`src/rtl/cv32e40p_x_if_pkg.sv`:
```
// Shared types for the X-interface result return path.
// Holds the buffered result record and the starvation counter width.
package cv32e40p_x_if_pkg;

   typedef struct packed {
      logic [4:0]  rd;
      logic [31:0] data;
      logic        err;
   } x_result_t;

   localparam int unsigned X_RESULT_STARVE_W = 4;

endpackage

```
`src/rtl/cv32e40p_x_result_fifo.sv`:
```
// Small circular buffer of accelerator results with wrap-bit pointers.
// Callers must not push when full or pop when empty; both are ignored if they do.
module cv32e40p_x_result_fifo
   import cv32e40p_x_if_pkg::*;
#(
   parameter int unsigned DEPTH = 2
) (
   input  logic      clk_i,
   input  logic      rst_ni,
   input  logic      push,
   input  x_result_t push_data,
   input  logic      pop,
   output logic      full,
   output logic      empty,
   output x_result_t head
);

   localparam int unsigned AW = $clog2(DEPTH);
   localparam logic [AW:0] PTR_ONE = (AW+1)'(1);

   logic [AW:0] wptr;
   logic [AW:0] rptr;
   x_result_t   mem [DEPTH];

   logic do_push;
   logic do_pop;

   assign empty   = (wptr == rptr);
   assign full    = (wptr[AW] != rptr[AW]) && (wptr[AW-1:0] == rptr[AW-1:0]);
   assign do_push = push & ~full;
   assign do_pop  = pop & ~empty;
   assign head    = mem[rptr[AW-1:0]];

   // NOTE: state registers use non-blocking assignments so every flop samples pre-edge values.
   always_ff @(posedge clk_i or negedge rst_ni) begin
      if (!rst_ni) begin
         wptr <= '0;
         rptr <= '0;
      end else begin
         if (do_push) wptr <= wptr + PTR_ONE;
         if (do_pop)  rptr <= rptr + PTR_ONE;
      end
   end

   // NOTE: storage is not reset; entries are only observable between push and pop.
   always_ff @(posedge clk_i) begin
      if (do_push) mem[wptr[AW-1:0]] <= push_data;
   end

endmodule

```
`src/rtl/cv32e40p_x_result_wb.sv`:
```
// X-interface result writeback: buffers accelerator results, arbitrates regfile port B against
// the LSU with a starvation guard. Optional 0-cycle path: define CV32E40P_X_RESULT_BYPASS_EN.
module cv32e40p_x_result_wb
   import cv32e40p_x_if_pkg::*;
#(
   parameter int unsigned DEPTH        = 2,
   parameter int unsigned STARVE_LIMIT = 4
) (
   input  logic        clk_i,
   input  logic        rst_ni,
   input  logic        x_result_valid_i,
   output logic        x_result_ready_o,
   input  logic [4:0]  x_result_rd_i,
   input  logic [31:0] x_result_data_i,
   input  logic        x_result_we_i,
   input  logic        x_result_err_i,
   input  logic        lsu_we_wb_i,
   output logic        lsu_hold_o,
   output logic        regfile_we_o,
   output logic [4:0]  regfile_waddr_o,
   output logic [31:0] regfile_wdata_o,
   output logic        x_rvalid_o,
   output logic [4:0]  x_rwaddr_o,
   output logic        x_result_err_o,
   output logic        x_pending_o
);

   localparam logic [X_RESULT_STARVE_W-1:0] LIMIT   = X_RESULT_STARVE_W'(STARVE_LIMIT);
   localparam logic [X_RESULT_STARVE_W-1:0] CNT_ONE = X_RESULT_STARVE_W'(1);

   logic      full;
   logic      empty;
   logic      accept;
   logic      bypass;
   logic      push;
   logic      pop;
   logic      starve;
   logic      err_q;
   x_result_t head;
   x_result_t push_data;
   logic      unused_head_err;

   logic [X_RESULT_STARVE_W-1:0] starve_cnt;

   // Ready depends on registered state only, so a full FIFO never admits a result even while popping.
   assign x_result_ready_o = ~full;
   assign accept           = x_result_valid_i & x_result_ready_o;

`ifdef CV32E40P_X_RESULT_BYPASS_EN
   assign bypass = empty & accept & x_result_we_i & ~lsu_we_wb_i;
`else
   assign bypass = 1'b0;
`endif

   assign push   = accept & x_result_we_i & ~bypass;
   assign starve = (starve_cnt == LIMIT);
   assign pop    = ~empty & (~lsu_we_wb_i | starve);

   assign push_data.rd   = x_result_rd_i;
   assign push_data.data = x_result_data_i;
   assign push_data.err  = x_result_err_i;

   // The stored err bit is kept for trace visibility; the pulse is raised at accept time.
   assign unused_head_err = head.err;

   cv32e40p_x_result_fifo #(
      .DEPTH (DEPTH)
   ) u_fifo (
      .clk_i     (clk_i),
      .rst_ni    (rst_ni),
      .push      (push),
      .push_data (push_data),
      .pop       (pop),
      .full      (full),
      .empty     (empty),
      .head      (head)
   );

   always_ff @(posedge clk_i or negedge rst_ni) begin
      if (!rst_ni) begin
         starve_cnt <= '0;
      end else if (pop || empty) begin
         starve_cnt <= '0;
      end else if (lsu_we_wb_i && !starve) begin
         starve_cnt <= starve_cnt + CNT_ONE;
      end
   end

   always_ff @(posedge clk_i or negedge rst_ni) begin
      if (!rst_ni) err_q <= 1'b0;
      else         err_q <= accept & x_result_err_i;
   end

   // NOTE: every output of this block gets a default first, so no path infers a latch.
   always_comb begin
      regfile_we_o    = 1'b0;
      regfile_waddr_o = '0;
      regfile_wdata_o = '0;
      x_rvalid_o      = 1'b0;
      x_rwaddr_o      = '0;
      if (pop) begin
         regfile_we_o    = (head.rd != 5'd0);
         regfile_waddr_o = head.rd;
         regfile_wdata_o = head.data;
         x_rvalid_o      = 1'b1;
         x_rwaddr_o      = head.rd;
      end else if (bypass) begin
         regfile_we_o    = (x_result_rd_i != 5'd0);
         regfile_waddr_o = x_result_rd_i;
         regfile_wdata_o = x_result_data_i;
         x_rvalid_o      = 1'b1;
         x_rwaddr_o      = x_result_rd_i;
      end
   end

   assign lsu_hold_o     = starve & ~empty;
   assign x_result_err_o = err_q;
   assign x_pending_o    = ~empty;

endmodule

```
`config.mk`:
```
export PLATFORM = sky130hd
export DESIGN_NAME = cv32e40p_x_result_wb
export DESIGN_NICKNAME = d
export VERILOG_FILES = /design/src/rtl/cv32e40p_x_if_pkg.sv /design/src/rtl/cv32e40p_x_result_fifo.sv /design/src/rtl/cv32e40p_x_result_wb.sv
export SDC_FILE = /design/constraint.sdc
export NUM_CORES = 1
export LEC_CHECK = 0
export ABC_AREA = 1
export BUFFER_PORTS_ARGS = -buffer_cell sky130_fd_sc_hd__buf_4
export CAP_MARGIN = 20
export CORE_MARGIN = 2
export CORE_UTILIZATION = 47
export CTS_CLUSTER_DIAMETER = 100
export DETAILED_ROUTE_END_ITERATION = 12
export PLACE_DENSITY_LB_ADDON = 0.1
export SYNTH_ARGS = -nofsm -noshare
export SYNTH_HDL_FRONTEND = slang
export SYNTH_SLANG_ARGS = --single-unit
export TNS_END_PERCENT = 10
```
`constraint.sdc`:
```
create_clock -name clk_i -period 3.2 [get_ports clk_i]
set_clock_uncertainty 0.2 [all_clocks]
set_input_delay 0.64 -clock clk_i [delete_from_list [all_inputs] [get_ports clk_i]]
set_output_delay 0.64 -clock clk_i [all_outputs]
set_load 0.005 [all_outputs]
```
# After elaboration in Yosys (flattened, before gate mapping)
# Memories as Yosys holds them, arrays and structs flattened.
# Index checks and enable logic that the tools add are counted.
# W data, S select, Z words.
[totals]
ramBits = 76
wordCells = 37
regBits = 9
memories = 1
input_bits = 43
output_inout_bits = 48
[classes]
n_mux = 8
n_eq_ne = 4
bitwise_logic = 11
n_addsub = 3
reduce_logical = 6
[mem_list]
columns = ["name", "depth", "word_bits", "rd", "rd_ports_with_merged_regs", "write_ports", "line", "source"]
rows = [
  ["u_fifo.mem", 2, 38, 1, 0, 1, "cv32e40p_x_result_fifo.sv:23", "x_result_t mem [DEPTH];"],
]
[ops]
columns = ["operator", "n"]
rows = [
  ["$mux W32", 1],
  ["$mux W4", 2],
  ["$and A1 B1 Y1", 7],
  ["$mux W5", 1],
  ["$reduce_bool A5 Y1", 1],
  ["$add A2 B1 Y2 const B", 2],
  ["$add A4 B1 Y4 const B", 1],
  ["$eq A4 B3 Y1 const B", 1],
  ["$mux W1", 4],
  ["$not A1 Y1", 3],
  ["$eq A2 B2 Y1", 1],
  ["$logic_and A1 B1 Y1", 2],
  ["$reduce_bool A2 Y1", 1],
  ["$eq A1 B1 Y1", 1],
  ["$logic_not A1 Y1", 1],
  ["$logic_or A1 B1 Y1", 1],
  ["$ne A1 B1 Y1", 1],
  ["$or A1 B1 Y1", 1],
]

# Depth between registers and ports, before layout
# Gate-level depths: netlist (run 1).
[depth]
ltp_word = 8
ltp_mapped = 9
mapped_depth_nobuf = 7

# Modules after synthesis
# From an unflattened synthesis (run 1), not the netlist that was laid out.
[hier_totals]
hier_cells = 357
hier_area_um2 = 3742.3
[by_module_without_submodules]
columns = ["mod", "seq_area_each_um2", "instances", "cells_each", "area_each_um2"]
rows = [
  ["cv32e40p_x_result_fifo", 2382.3, 1, 240, 3041.7],
  ["cv32e40p_x_result_wb", 125.1, 1, 117, 700.7],
]

# Least setup slack after synthesis (run 1)
# No wires, ideal clock.
[synth_path]
path_kind = "reg2reg"
startpoint = "register u_fifo.rptr[0]"
endpoint = "memory u_fifo.mem[1][10] in the netlist's numbering, enable pin"
required_ps = 2569
arrival_ps = 2465
stages_incl_launch_ff = 7
setup_slack_ps = 103
period_less_slack_ps = 3097
setup_time_ps = 431
n_path_buf = 1
cell_sequence = "dfrtp_1 > buf_6 > nand2_1 > nand2_2 > nand2_1 > nand3_1 > nor2_1"
[synth_via]
elab_chain_cells = 8
[synth_rtl]
columns = ["item", "line", "source"]
rows = [
  ["start: declaration", "cv32e40p_x_result_fifo.sv:22", "logic [AW:0] rptr;"],
  ["start signal: assignment", "cv32e40p_x_result_fifo.sv:41", "if (do_pop) rptr <= rptr + PTR_ONE;"],
  ["$eq A1 B1 Y1 *", "cv32e40p_x_result_fifo.sv:29", "assign full = (wptr[AW] != rptr[AW]) && (wptr[AW-1:0] == rptr[AW-1:0]);"],
  ["$logic_and A1 B1 Y1 *", "cv32e40p_x_result_fifo.sv:29", ""],
  ["$not A1 Y1 *", "cv32e40p_x_result_wb.sv:46", "assign x_result_ready_o = ~full;"],
  ["net x_result_ready_o", "cv32e40p_x_result_wb.sv:12", "output logic x_result_ready_o,"],
  ["$and A1 B1 Y1", "cv32e40p_x_result_wb.sv:47", "assign accept = x_result_valid_i & x_result_ready_o;"],
  ["$and A1 B1 Y1", "cv32e40p_x_result_wb.sv:55", "assign push = accept & x_result_we_i & ~bypass;"],
  ["$and A1 B1 Y1 *", "cv32e40p_x_result_fifo.sv:30", "assign do_push = push & ~full;"],
  ["$mux W1 *", "cv32e40p_x_result_fifo.sv:47", "if (do_push) mem[wptr[AW-1:0]] <= push_data;"],
  ["$mux W1 (not written as such) *", "cv32e40p_x_result_fifo.sv:47", ""],
  ["end: declaration", "cv32e40p_x_result_fifo.sv:23", ""],
]
# The timed path passes the listed nets; every way through them passes the cells marked *.

# Final worst setup path (run 1)
[layout_path]
startpoint = "register u_fifo.rptr[0]"
endpoint = "output x_rwaddr_o[0]"
[layout_via]
elab_chain_cells = 4
word_cells_on_any_way = 5
cone_classes = "eq/ne: 1; mux: 1; bitwise: 2; memory: 1"
[layout_rtl]
columns = ["item", "line", "source"]
rows = [
  ["$eq A2 B2 Y1", "cv32e40p_x_result_fifo.sv:28", "assign empty = (wptr == rptr);"],
  ["$not A1 Y1", "cv32e40p_x_result_wb.sv:57", "assign pop = ~empty & (~lsu_we_wb_i | starve);"],
  ["$and A1 B1 Y1", "cv32e40p_x_result_wb.sv:57", ""],
  ["$mux W5 *", "cv32e40p_x_result_wb.sv:101", "if (pop) begin"],
  ["end: declaration", "cv32e40p_x_result_wb.sv:23", "output logic [4:0] x_rwaddr_o,"],
]
# Mark *: on every way between the ends. The rest lies on a longest branch, timed or not.

==> results of run 1 <==
metal layers:
metal	part of all wire [%]	vias up
met1	41	1069
li1	-	1098
met2	53	47
met5	0	-
met3	4.5	9
met4	1.2	0
path summary, 6_finish.rpt:
kind,start,to,slack [ns],depth (start not counted)
setup / recovery,u_fifo.rptr[0],x_rwaddr_o[0],0.18,7
hold / removal,x_result_data_i[6],u_fifo.mem[1][7],0.28,1
setup reg to reg,u_fifo.rptr[0],u_fifo.mem[1][24],0.87,7
hold reg to reg,starve_cnt[0],starve_cnt[0],0.30,1
max in group asynchronous,rst_ni,u_fifo.rptr[0],2.19,2
min in group asynchronous,rst_ni,x_result_err_o,0.45,2
where the power goes:
part / leakage [nW] / internal [mW] / switching (mW) / total [mW]
clock network: 0.0942 / 0.379 / 0.346 / 0.725
registers: 0.792 / 1.37 / 0.0678 / 1.44
logic: 0.899 / 0.538 / 0.774 / 1.31
total: 1.79 / 2.29 / 1.19 / 3.48
worst max-delay path: stages, from the launching register on:
cell and delay (ns):
dfrtp_2 0.42, buf_4 0.29, nand2_1 0.10, nand2_2 0.12
nand3_4 0.10, nand2_4 0.49, nor2_1 0.14, buf_4 0.17
cells in the mapped netlist (3+ instances only):
library cell,count
o21ai_0,3
a21oi_1,8
edfxtp_1,74
clkbuf_1,3
a21oi_2,24
dfrtp_1,9
buf_6,5
inv_1,15
nor2_1,12
buf_4,6
nand3_1,6
nand2_1,90
nand2_2,3
buf_2,3
final cells by class:
cell class	instances	area, sq um
Clock buffer	15	188.9
Clock inverter	1	7.507
Fill cell	616	2809
Inverter	16	65.06
Multi-Input combinational cell	158	817.0
Sequential cell	83	2449
Tap cell	99	123.9
Timing Repair Buffer	95	715.7
cells by family after synthesis:
kind of cell / Yosys count / share of synthesized area, %
AOI/OAI and AO/OA: 36 / 7.871
xor gates and xnor gates: 3 / 0.7618
adders and majority gates: 2 / 0.7253
buffers and inverters: 33 / 5.585
DFF: 83 / 70.95
and+or+nand+nor: 117 / 14.11
flip-flops by register name, indices dropped and copies added (netlist names):
signal / flops
u_fifo.mem: 74
u_fifo.rptr: 2
u_fifo.wptr: 2
starve_cnt: 4
x_result_err_o: 1
repair_timing:
action,in CTS,in global routing
setup endpoints to repair,0,0
hold buffers,1,0
endpoints found under the hold margin,9,0
==> impl_metrics.py, run 1 <==
metrics = {
    "clocking": {
        "cts_buffer_depth": 2,
        "cts_setup_buffers": 0,
        "cts_tree": "done",
        "root_buffer": "clkbuf_8",
        "insertion_delay_ns": 0.34,
        "h-tree-depth": 3,
        "cts_sinks": 83,
        "clk_pin_slew_ns": 0.08,
        "cts_resized": 0,
        "cts_buffers": 9,
    },
    "sta": {
        "hold_slack_ns": 0.2764,
        "min_period_ns": 3.019,
        "hold_viol_final": 0,
        "relSlewSlack_pct": 57.86,
        "max_freq_mhz": 331.2,
        "finalMaxSlewViolations": 0,
        "period_share_pct": 94.36,
        "fin_setup_tns_ns": 0,
        "grt_setup_unrepaired": "false",
        "finalSetupViolCount": 0,
        "setup_ws_ns": 0.1806,
        "worst_slew_pin_slew_ns": 0.6315,
    },
    "synthesis": {
        "synth_warnings": 0,
        "synth.distinct_cells": 24,
        "ys.flop_type": "edfxtp_1",
        "yosysSeqAreaShare_pct": 70.95,
        "avgSynthCellArea_sq_um": 12.59,
        "netlist.top_cell.by_area": "edfxtp_1",
        "ys_top_cells_by_area": "edfxtp_1 (64%), nand2_1 (9.8%), dfrtp_1 (6.5%)",
        "synth_edf_count": 74,
        "synth_cells": 274,
        "synthesis.nets": 319,
        "yosysTopAreaCellShare_pct": 64.42,
        "ys_seq_elements": 83,
        "synthArstFlopShare_pct": 10.84,
        "syn_area_sq_um": 3450,
    },
    "routing": {
        "drt.antenna.violating_nets": 0,
        "drtIter0Drc": 132,
        "num_vias": 2223,
        "via_per_inst": 4.760,
        "drcViolationCount": 0,
        "drtPass1Iterations": 4,
        "wl_per_cell_microns": 13.68,
        "totalWireLength_microns": 6389,
    },
    "global_route": {
        "use_met1_pct": 19.50,
        "grt_pass1_vias": 2110,
        "grt_max_degree": 42,
        "gr-total-overflow": 0,
        "met2_usage_pct": 28.48,
        "grt.met3_usage_pct": 4.296,
        "grt_pass1_wl_microns": 9680,
        "grt_usage_pct": 16.47,
        "antenna_found_initial": 0,
        "busiest_layer": "met2",
    },
    "power_and_ir_drop": {
        "leakage_nw": 1.785,
        "power-per-cell-area_nw_per_um2": 795.8,
        "fin_total_pwr_mw": 3.475,
        "ir_worst_vdd_v": 0.0003812,
    },
    "setup_path": {
        "crit_type": "register to output pin",
        "required_ns": 2.36,
        "critical_path.startpoint_type": "register",
        "endpoint_kind": "output pin",
        "cp_data_arrival_time_ns": 2.18,
        "cp_max_fo": 41,
    },
    "final_layout": {
        "diodes": 0,
        "mostFrequentLayoutCells": "buf_4 (94), nand2_1 (90), edfxtp_1 (74)",
        "nets": 408,
        "stdcell_count": 467,
        "syn2layout_area_growth_pct": 26.59,
        "final_common_cell": "buf_4",
        "drive_gt1_share_pct": 37.50,
        "fin_util_pct": 60.85,
        "fin_area_sq_um": 4367,
    },
    "min_path": {
        "worstHoldPathType": "primary input to register",
    },
    "place": {
        "portBuffers": 90,
        "gp_congestion": 0.7986,
        "dpl_cell_area_sq_um": 4160,
        "dpl.cell_count": 450,
        "hpwl_microns": 3987,
        "dpl_worst_slack_ns": 0.5263,
    },
    "die": {
        "io_pins": 91,
        "start_util_pct": 48.07,
        "core_area_sq_um": 7176,
        "die_h_microns": 89.67,
        "die_w_microns": 89.67,
        "rows": 31,
        "dieArea_sq_um": 8041,
    },
    "run": {
        "drv_cap": 0,
    },
    "outcome": {
        "status": "complete, no violations",
    },
}
Note: power is estimated with default switching activity, not from simulation.
==> run 2, diff against run 1 <==
--- a/config.mk
+++ b/config.mk
@@ -9,7 +9,7 @@
 export BUFFER_PORTS_ARGS = -buffer_cell sky130_fd_sc_hd__buf_4
 export CAP_MARGIN = 20
 export CORE_MARGIN = 2
-export CORE_UTILIZATION = 47
+export CORE_UTILIZATION = 50
 export CTS_CLUSTER_DIAMETER = 100
 export DETAILED_ROUTE_END_ITERATION = 12
 export PLACE_DENSITY_LB_ADDON = 0.1
==> constraint.sdc (replaced) <==
create_clock -name clk_i -period 3.4 [get_ports clk_i]
set_clock_uncertainty 0.2 [all_clocks]
set_input_delay 0.34 -clock clk_i [delete_from_list [all_inputs] [get_ports clk_i]]
set_output_delay 0.34 -clock clk_i [all_outputs]
set_load 0.005 [all_outputs]
==> impl_metrics.py, run 2 (synthesis gave the netlist of run 1 again) <==
metrics = {
    "outcome": {
        "status": "complete, no violations",
    },
    "setup_path": {
        "cp_max_fo": 41,
        "cp_data_arrival_time_ns": 2.32,
        "critPathBufInv": 2,
        "endpoint_kind": "output pin",
        "critPathMaxStageDelay_ns": 0.58,
        "crit_type": "register to output pin",
        "crit_path_top_delay_cell": "dfrtp_2",
        "critical_path.top_delay_family": "simple AND/OR/NAND/NOR gates",
        "critPathMostFrequentCell": "nand2_2",
        "required_ns": 2.86,
        "path_cells": "inv_6 -> nand2_2 -> nand2_2 -> nand3_4 -> nand2_4 -> a21oi_1 -> buf_4",
        "critical_path.startpoint_type": "register",
    },
    "final_layout": {
        "nets": 444,
        "mostFrequentLayoutCells": "buf_4 (93), nand2_1 (90), edfxtp_1 (74)",
        "diodes": 0,
        "drive_gt1_share_pct": 34.49,
        "largest_reg_flops": 74,
        "fillers": 509,
        "final_common_cell": "buf_4",
        "syn2layout_area_growth_pct": 37.40,
    },
    "power_and_ir_drop": {
        "fin_total_pwr_mw": 3.436,
        "ir_worst_vdd_v": 0.0004330,
        "leakage_nw": 1.953,
        "power-per-cell-area_nw_per_um2": 725.0,
    },
    "clocking": {
        "cts_resized": 0,
        "cts_sinks": 83,
        "clk_pin_slew_ns": 0.08,
        "cts_buffer_depth": 2,
        "root_buffer": "clkbuf_8",
        "cts_tree": "done",
        "h-tree-depth": 3,
        "cts_buffers": 9,
        "insertion_delay_ns": 0.33,
    },
    "place": {
        "portBuffers": 90,
        "gp_congestion": 0.7491,
        "hpwl_microns": 4047,
    },
    "global_route": {
        "use_met1_pct": 22.15,
        "grt_max_degree": 42,
        "antenna_found_initial": 0,
        "gr-total-overflow": 0,
        "grt.met3_usage_pct": 4.076,
        "grt_pass1_wl_microns": 10760,
        "grt_pass1_vias": 2346,
        "met2_usage_pct": 33.66,
        "grt_usage_pct": 18.93,
        "busiest_layer": "met2",
    },
    "routing": {
        "totalWireLength_microns": 6857,
        "drt.antenna.violating_nets": 0,
        "wl_per_cell_microns": 14.20,
        "via_per_inst": 4.952,
        "drcViolationCount": 0,
        "num_vias": 2392,
        "drtPass1Iterations": 4,
        "drtIter0Drc": 179,
    },
    "sta": {
        "hold_viol_final": 0,
        "grt_setup_unrepaired": "false",
        "worst_slew_pin_slew_ns": 0.6127,
        "period_share_pct": 84.23,
        "finalMaxSlewViolations": 0,
        "max_freq_mhz": 349.2,
        "finalSetupViolCount": 0,
        "relSlewSlack_pct": 59.12,
        "hold_slack_ns": 0.04901,
        "fin_setup_tns_ns": 0,
        "min_period_ns": 2.864,
    },
    "die": {
        "die_w_microns": 87.06,
        "rows": 30,
        "die_h_microns": 87.06,
        "start_util_pct": 51.34,
        "core_area_sq_um": 6719,
        "io_pins": 91,
        "dieArea_sq_um": 7579,
    },
    "min_path": {
        "worstHoldPathType": "primary input to register",
    },
    "run": {
        "drv_cap": 0,
    },
}
run 2: cell count changes in the layout (fill, tap and decap cells not counted):
cell	delta
bufinv_16	+3
clkbuf_16	-2
clkbuf_1	-3
buf_4	-1
dlygate4sd3_1	+37
clkinv_2	+1
run 2: what timing repair did:
item | 4_1_cts | 5_1_grt
hold endpoints to repair | 83 | 0
setup buffers | 0 | 0
hold buffers | 38 | 0
run 2: worst reg2reg max path, delay by kind of cell (launching register included):
kind | cells | cell delay (ns)
buf+inv | 3 | 0.89
flops | 1 | 0.65
simple gates | 4 | 0.46
run 2: area by class of cell:
type | count | area (sq um) | area share, %
Clock buffer | 10 | 127.6 | 2.693
Timing Repair Buffer | 131 | 1079 | 22.76
Tap cell | 80 | 100.1 | 2.112
Inverter | 16 | 65.06 | 1.373
Clock inverter | 5 | 102.6 | 2.165
Sequential cell | 83 | 2449 | 51.66
Multi-Input combinational cell | 158 | 817.0 | 17.24
run 2: final timing paths:
check | startpoint | slack (ns) | depth (start not counted) | to
setup / recovery | u_fifo.rptr[0] | 0.54 | 7 | regfile_wdata_o[25]
hold / removal | x_result_err_i | 0.05 | 2 | x_result_err_o
setup reg to reg | u_fifo.rptr[0] | 0.83 | 7 | u_fifo.mem[0][1]
hold reg to reg | starve_cnt[0] | 0.29 | 1 | starve_cnt[0]
max in group asynchronous | rst_ni | 2.69 | 2 | u_fifo.rptr[0]
min in group asynchronous | rst_ni | 0.16 | 2 | starve_cnt[2]
run 2: stage by stage:
stage | cells | instance area [sq um] | worst slack (ns) | utilization, %
after floorplan | 274 | 3450 | 0.3033 | -
after global placement | 430 | 4129 | 0.9140 | 61.45
after detailed placement | 430 | 4129 | 0.8664 | 61.45
after CTS | 483 | 4740 | 0.4985 | 70.54
after global routing | 483 | 4740 | 0.3533 | 70.54
final | 483 | 4740 | 0.5360 | 70.54
run 2: per-layer routing:
layer  share of wire [%]  up-vias
met5                   0        -
met4                 1.2        0
met3                 4.5        7
li1                    -     1174
met1                  41     1144
met2                  54       67
run 2: power breakdown:
part           switching (mW)  internal (mW)  leakage (nW)
sequential             0.0978           1.29         0.792
clock                   0.328          0.483         0.112
combinational           0.712          0.526          1.05
